--- src/rtl/ras_checkpointed_pkg.sv ---
// Shared definitions for the checkpointed return address stack.
// Holds the default geometry and the per-cycle stack operation encoding.
package ras_checkpointed_pkg;

  localparam int RAS_DEFAULT_ENTRIES    = 8;
  localparam int RAS_DEFAULT_ADDR_W     = 32;
  localparam int RAS_DEFAULT_CKPT_DEPTH = 8;

  typedef enum logic [1:0] {
    RAS_OP_NONE = 2'd0,
    RAS_OP_PUSH = 2'd1,
    RAS_OP_POP  = 2'd2,
    RAS_OP_SWAP = 2'd3
  } ras_op_e;

  function automatic ras_op_e ras_decode_op(input logic push, input logic pop);
    ras_decode_op = ras_op_e'({pop, push});
  endfunction

endpackage

--- src/rtl/ras_checkpointed_sub.sv ---
// Building blocks for the return address stack: the checkpoint FIFO and
// the single-write, async-read stack storage.
module ras_ckpt_fifo #(
  parameter int DATA_W     = 8,
  parameter int FIFO_DEPTH = 8
) (
  input  logic              clk,
  input  logic              rst,
  input  logic              push,
  input  logic              pop,
  input  logic [DATA_W-1:0] data_in,
  output logic [DATA_W-1:0] data_out,
  output logic              empty,
  output logic              full
);
  localparam int IDX_W = (FIFO_DEPTH > 1) ? $clog2(FIFO_DEPTH) : 1;
  localparam int CNT_W = $clog2(FIFO_DEPTH + 1);

  logic [DATA_W-1:0] mem [FIFO_DEPTH];
  logic [IDX_W-1:0]  rd_idx_q, rd_idx_d;
  logic [IDX_W-1:0]  wr_idx_q, wr_idx_d;
  logic [CNT_W-1:0]  cnt_q, cnt_d;
  logic              do_push, do_pop;

  assign empty    = (cnt_q == '0);
  assign full     = (cnt_q == CNT_W'(FIFO_DEPTH));
  assign data_out = mem[rd_idx_q];

  // A push into a full FIFO is only accepted when a pop frees the slot.
  assign do_pop  = pop & ~empty;
  assign do_push = push & (~full | do_pop);

  always_comb begin
    rd_idx_d = rd_idx_q;
    wr_idx_d = wr_idx_q;
    cnt_d    = cnt_q;
    if (do_pop)
      rd_idx_d = (rd_idx_q == IDX_W'(FIFO_DEPTH - 1)) ? '0 : rd_idx_q + 1'b1;
    if (do_push)
      wr_idx_d = (wr_idx_q == IDX_W'(FIFO_DEPTH - 1)) ? '0 : wr_idx_q + 1'b1;
    if (do_push && !do_pop)
      cnt_d = cnt_q + 1'b1;
    else if (do_pop && !do_push)
      cnt_d = cnt_q - 1'b1;
  end

  always_ff @(posedge clk) begin
    if (rst) begin
      rd_idx_q <= '0;
      wr_idx_q <= '0;
      cnt_q    <= '0;
    end else begin
      rd_idx_q <= rd_idx_d;
      wr_idx_q <= wr_idx_d;
      cnt_q    <= cnt_d;
    end
  end

  always_ff @(posedge clk) begin
    if (!rst && do_push)
      mem[wr_idx_q] <= data_in;
  end
endmodule

module ras_lutram_1w_1r #(
  parameter int WIDTH = 32,
  parameter int DEPTH = 8
) (
  input  logic                     clk,
  input  logic                     we,
  input  logic [$clog2(DEPTH)-1:0] waddr,
  input  logic [WIDTH-1:0]         wdata,
  input  logic [$clog2(DEPTH)-1:0] raddr,
  output logic [WIDTH-1:0]         rdata
);
  logic [WIDTH-1:0] ram [DEPTH];

  assign rdata = ram[raddr];

  always_ff @(posedge clk) begin
    if (we)
      ram[waddr] <= wdata;
  end
endmodule

--- src/rtl/ras_checkpointed.sv ---
// Return address stack with saturating occupancy, push/pop swap and a FIFO
// of {ptr, count, top} checkpoints used to repair the stack on mispredicts.
module ras_checkpointed
  import ras_checkpointed_pkg::*;
#(
  parameter int ENTRIES    = RAS_DEFAULT_ENTRIES,
  parameter int ADDR_W     = RAS_DEFAULT_ADDR_W,
  parameter int CKPT_DEPTH = RAS_DEFAULT_CKPT_DEPTH,
  parameter bit REPAIR_TOP = 1'b1
) (
  input  logic                           clk,
  input  logic                           rst,
  input  logic                           push,
  input  logic [ADDR_W-1:0]              push_addr,
  input  logic                           pop,
  input  logic                           branch_fetched,
  input  logic                           branch_retired,
  input  logic                           fetch_flush,
  input  logic                           early_flush,
  output logic [ADDR_W-1:0]              top_addr,
  output logic                           top_valid,
  output logic [$clog2(ENTRIES+1)-1:0]   count,
  output logic                           ckpt_full
);
  localparam int PTR_W = $clog2(ENTRIES);
  localparam int CNT_W = $clog2(ENTRIES + 1);

  typedef struct packed {
    logic [PTR_W-1:0]  ptr;
    logic [CNT_W-1:0]  count;
    logic [ADDR_W-1:0] top;
  } ras_ckpt_t;

  logic [PTR_W-1:0]  ptr_q, ptr_d;
  logic [CNT_W-1:0]  count_q, count_d;
  logic              ram_we;
  logic [PTR_W-1:0]  ram_waddr;
  logic [ADDR_W-1:0] ram_wdata;
  logic [ADDR_W-1:0] ram_rdata;
  ras_ckpt_t         ckpt_in, ckpt_head;
  logic              ckpt_empty;
  logic              ckpt_rst;
  logic              ckpt_push, ckpt_pop;
  ras_op_e           op;

  assign op        = ras_decode_op(push, pop);
  assign top_addr  = ram_rdata;
  assign top_valid = (count_q != '0);
  assign count     = count_q;

  // Any flush wipes the speculative history; rst keeps priority via the same reset.
  assign ckpt_rst  = rst | fetch_flush | early_flush;
  assign ckpt_push = branch_fetched & ~fetch_flush & ~early_flush;
  assign ckpt_pop  = branch_retired & ~fetch_flush & ~early_flush;
  assign ckpt_in   = '{ptr: ptr_q, count: count_q, top: ram_rdata};

  ras_ckpt_fifo #(
    .DATA_W     ($bits(ras_ckpt_t)),
    .FIFO_DEPTH (CKPT_DEPTH)
  ) u_ckpt_fifo (
    .clk      (clk),
    .rst      (ckpt_rst),
    .push     (ckpt_push),
    .pop      (ckpt_pop),
    .data_in  (ckpt_in),
    .data_out (ckpt_head),
    .empty    (ckpt_empty),
    .full     (ckpt_full)
  );

  ras_lutram_1w_1r #(
    .WIDTH (ADDR_W),
    .DEPTH (ENTRIES)
  ) u_stack (
    .clk   (clk),
    .we    (ram_we & ~rst),
    .waddr (ram_waddr),
    .wdata (ram_wdata),
    .raddr (ptr_q),
    .rdata (ram_rdata)
  );

  // Single write port: a flush suppresses push, so repair and push never collide.
  always_comb begin
    ptr_d     = ptr_q;
    count_d   = count_q;
    ram_we    = 1'b0;
    ram_waddr = ptr_q;
    ram_wdata = push_addr;
    if (fetch_flush) begin
      if (!ckpt_empty) begin
        ptr_d   = ckpt_head.ptr;
        count_d = ckpt_head.count;
        if (REPAIR_TOP) begin
          ram_we    = 1'b1;
          ram_waddr = ckpt_head.ptr;
          ram_wdata = ckpt_head.top;
        end
      end
    end else begin
      case (op)
        RAS_OP_PUSH: begin
          ptr_d     = ptr_q + 1'b1;
          ram_we    = 1'b1;
          ram_waddr = ptr_q + 1'b1;
          if (count_q != CNT_W'(ENTRIES))
            count_d = count_q + 1'b1;
        end
        RAS_OP_POP: begin
          if (count_q != '0) begin
            ptr_d   = ptr_q - 1'b1;
            count_d = count_q - 1'b1;
          end
        end
        RAS_OP_SWAP: begin
          ram_we = 1'b1;
          if (count_q == '0)
            count_d = CNT_W'(1);
        end
        default: ;
      endcase
    end
  end

  always_ff @(posedge clk) begin
    if (rst) begin
      ptr_q   <= '0;
      count_q <= '0;
    end else begin
      ptr_q   <= ptr_d;
      count_q <= count_d;
    end
  end
endmodule

--- config.mk ---
export PLATFORM = sky130hd
export DESIGN_NAME = ras_checkpointed
export DESIGN_NICKNAME = d
export VERILOG_FILES = /design/src/rtl/ras_checkpointed_pkg.sv /design/src/rtl/ras_checkpointed_sub.sv /design/src/rtl/ras_checkpointed.sv
export SDC_FILE = /design/constraint.sdc
export NUM_CORES = 1
export LEC_CHECK = 0
export ABC_AREA = 0
export CORE_ASPECT_RATIO = 0.7
export CORE_UTILIZATION = 55
export DETAILED_ROUTE_END_ITERATION = 16
export DONT_BUFFER_PORTS = 1
export GPL_TIMING_DRIVEN = 0
export PLACE_DENSITY = 0.73
export REMOVE_ABC_BUFFERS = 1
export SKIP_CTS_REPAIR_TIMING = 1
export SYNTH_ARGS = -nofsm -noshare
export SYNTH_HDL_FRONTEND = slang
export SYNTH_SLANG_ARGS = --single-unit
--- constraint.sdc ---
create_clock -name clk -period 5.25 [get_ports clk]
set_clock_uncertainty 0.2 [all_clocks]
set_input_delay 1.05 -clock clk [delete_from_list [all_inputs] [get_ports clk]]
set_output_delay 1.05 -clock clk [all_outputs]
set_load 0.03 [all_outputs]
==> impl_metrics.ini <==
[floorplanning]
core_um2 = 41100
dieArea_um2 = 42700
die_h_um = 173
die_x_um = 247
ios = 78
num_rows = 62
initial_utilization_pct = 56.0

[synthesis]
netlist_instances = 1076
synth_simple_gate_area_share_pct = 2.31
yosysWarnings = 0
synthDistinctLibCells = 50
synth_edf_count = 568
synth_compound_area_share_pct = 1.85
synthMuxAreaShare_pct = 17.4
synth-seq-cells = 591
synth_top_cell_by_area = edfxtp_1
synth_common_cells = edfxtp_1 (568), mux4_2 (142), mux2i_1 (43), nand2_1 (43), o21ai_0 (37)
synth_top_family_by_area = multiplexers
synth_xor_area_share_pct = 0.304
synthesis.area_um2 = 23000
synthAdderAreaFrac_pct = 0.772
yosysMostFrequentCell = edfxtp_1
ys_seq_area_share_pct = 76.1
synth_top_cell_area_share_pct = 74.1
postSynthAreaPerCell_um2 = 21.4
async_flop_share_pct = 0
synth_flop_cell = edfxtp_1
synthTopCellsByArea = edfxtp_1 (74%), mux4_2 (14%), dfxtp_1 (2.0%), mux2i_1 (1.9%), mux2_2 (1.7%)

[critical_path]
cp_slowest_cell = nand2b_4
endpoint_kind = flop
cp-start-kind = flop
arrival_ns = 4.34
critPathMostFrequentCell = buf_6
worstPathRequired_ns = 5.33
slowest_delay_ns = 0.79
cp_cell_sequence = nor4_1, nand2b_4, o21ai_0, or2_2, nor3_2, buf_6, buf_6
cp_max_fo = 71
r2r_slack_ns = 0.99
path_class = flop to flop

[power_and_ir_drop]
power_mw = 9.58
cellLeakagePower_nw = 8.00
power_density_nw_per_um2 = 368
peakVddDrop_mv = 0.244

[cts]
clk_latency_ns = 0.57
clockBufferDepth = 3
cts-root-buf = clkbuf_16
cts_tree = built
cts_inserted_buffers = 53
cts-htree-levels = 2
clkSinkCount = 591
clk_pin_slew_ns = 0.06

[sta]
hold_viol = 0
fin_tns_setup_ns = 0
hold_ws_ns = 0.326
maxSlewViolCount = 0
slew_headroom_pct = 16.7
layout_min_cycle_time_ns = 4.26
post-route-period-util_pct = 81.2
rsz0062_at_grt = no
setup_viol = 0
clock.fmax_mhz = 234
worst_pin_slew_ns = 1.24

[grt]
grt_pass1_vias = 11100
antenna_found_initial = 1
grt_pass1_wl_um = 69100
grt-ovfl-total = 0
grt_max_degree = 72
grt_use_total_pct = 22.0

[finish]
area_delta_synth_final_pct = 13.1
drive_above_1_share_pct = 27.5
finalCoreUtilization_pct = 63.3
fin_nets = 1173
fillers = 2636
fin_cells = 1703

[route]
totalWireLength_um = 45700
drtAntennaViolNets = 0
vias = 10700
avgViaCountPerCell = 6.28
firstDrtPassIters = 5
drc = 0
routedWlPerCell_um = 26.8
drt_iter0_drc = 1032

[placement]
place_inst = 1609
dp_hpwl_um = 28100
place.gp.congestion = 0.763
portBuffers = 0

[worst_hold_path]
worstHoldPathType = flop to flop

[status]
status = complete, no violations

[flow_run]
drv_cap = 0
## cell type report
type,count,area (um2),share of cell area (%)
diodes,1,2.50,0.00961
clock buffers,73,1450,5.58
clock inverters,20,171,0.658
inverters,7,26.3,0.101
multi-input cells,422,5340,20.5
flip-flops and latches,591,17500,67.3
well taps,544,681,2.61
repair buffers,45,835,3.20
## final timing paths
path,from,endpoint,depth (start not counted)
worst max register to register,u_ckpt_fifo.cnt_q[0],u_stack.ram[4][30],7
worst min register to register,u_ckpt_fifo.rd_idx_q[1],flop,2
worst max-delay path,u_ckpt_fifo.cnt_q[0],u_stack.ram[4][30],7
worst min-delay path,u_ckpt_fifo.rd_idx_q[1],flop,2
## registers in the layout (all words and copies together) (netlist names), named ones only
signal / count
u_ckpt_fifo.cnt_q: 4
u_ckpt_fifo.rd_idx_q: 3
count: 4
u_ckpt_fifo.mem: 312
ptr_q: 3
u_ckpt_fifo.wr_idx_q: 3
u_stack.ram: 256
## metal layers
| metal | global-route usage, % | vias to the layer above | wire length, um |
|---|---|---|---|
| met1 | 31.9 | 5699 | 19400 |
| met3 | 4.80 | 67 | 3040 |
| met5 | 0 | - | 0 |
| li1 | - | 4559 | - |
| met4 | 5.58 | 0 | 877 |
| met2 | 34.5 | 363 | 22300 |
## worst max-delay path, delay by kind of cell, from the launching register on
kind                   cells  cell delay (ns)
buffers and inverters      2             0.46
AND/OR/NAND/NOR            4             2.53
flip-flops                 1             0.42
AO/OA/AOI/OAI              1             0.31
## layout by cell type (no fill, tap or decap), types with 9 or more instances in the layout
cell and n:
o21ai_0 37, ha_1 11, nor2_1 19, mux2_2 34, clkbuf_1 17, a21oi_1 12
clkbuf_16 55, buf_16 17, nor2_4 10, dfxtp_1 17, mux4_2 142, nand2_1 43
buf_6 17, edfxtp_1 568, clkinv_1 9, mux2i_1 43
## power by group
group	switching, mW	internal (mW)	leakage [nW]
sequential	0.0646	5.29	5.31
combinational	0.361	0.185	1.90
clock	1.60	2.07	0.794
## cells by family (layout without fill, tap and decap cells)
group	count (synthesis)	in the layout
flops	591	591
mux	219	219
simple gates	114	114
compound gates	68	68
buf+inv	63	145
fa+ha+maj	13	13
xor+xnor	8	8
other cells	0	1
## stage by stage
stage,instance area [um2],setup slack (ns)
finish,26000,0.985
global route,26000,0.723
CTS,26000,0.942
detailed placement,24400,0.948
global placement,23400,-6.19
floorplan,22800,-2.16
Power figures use the tool's default switching activity.
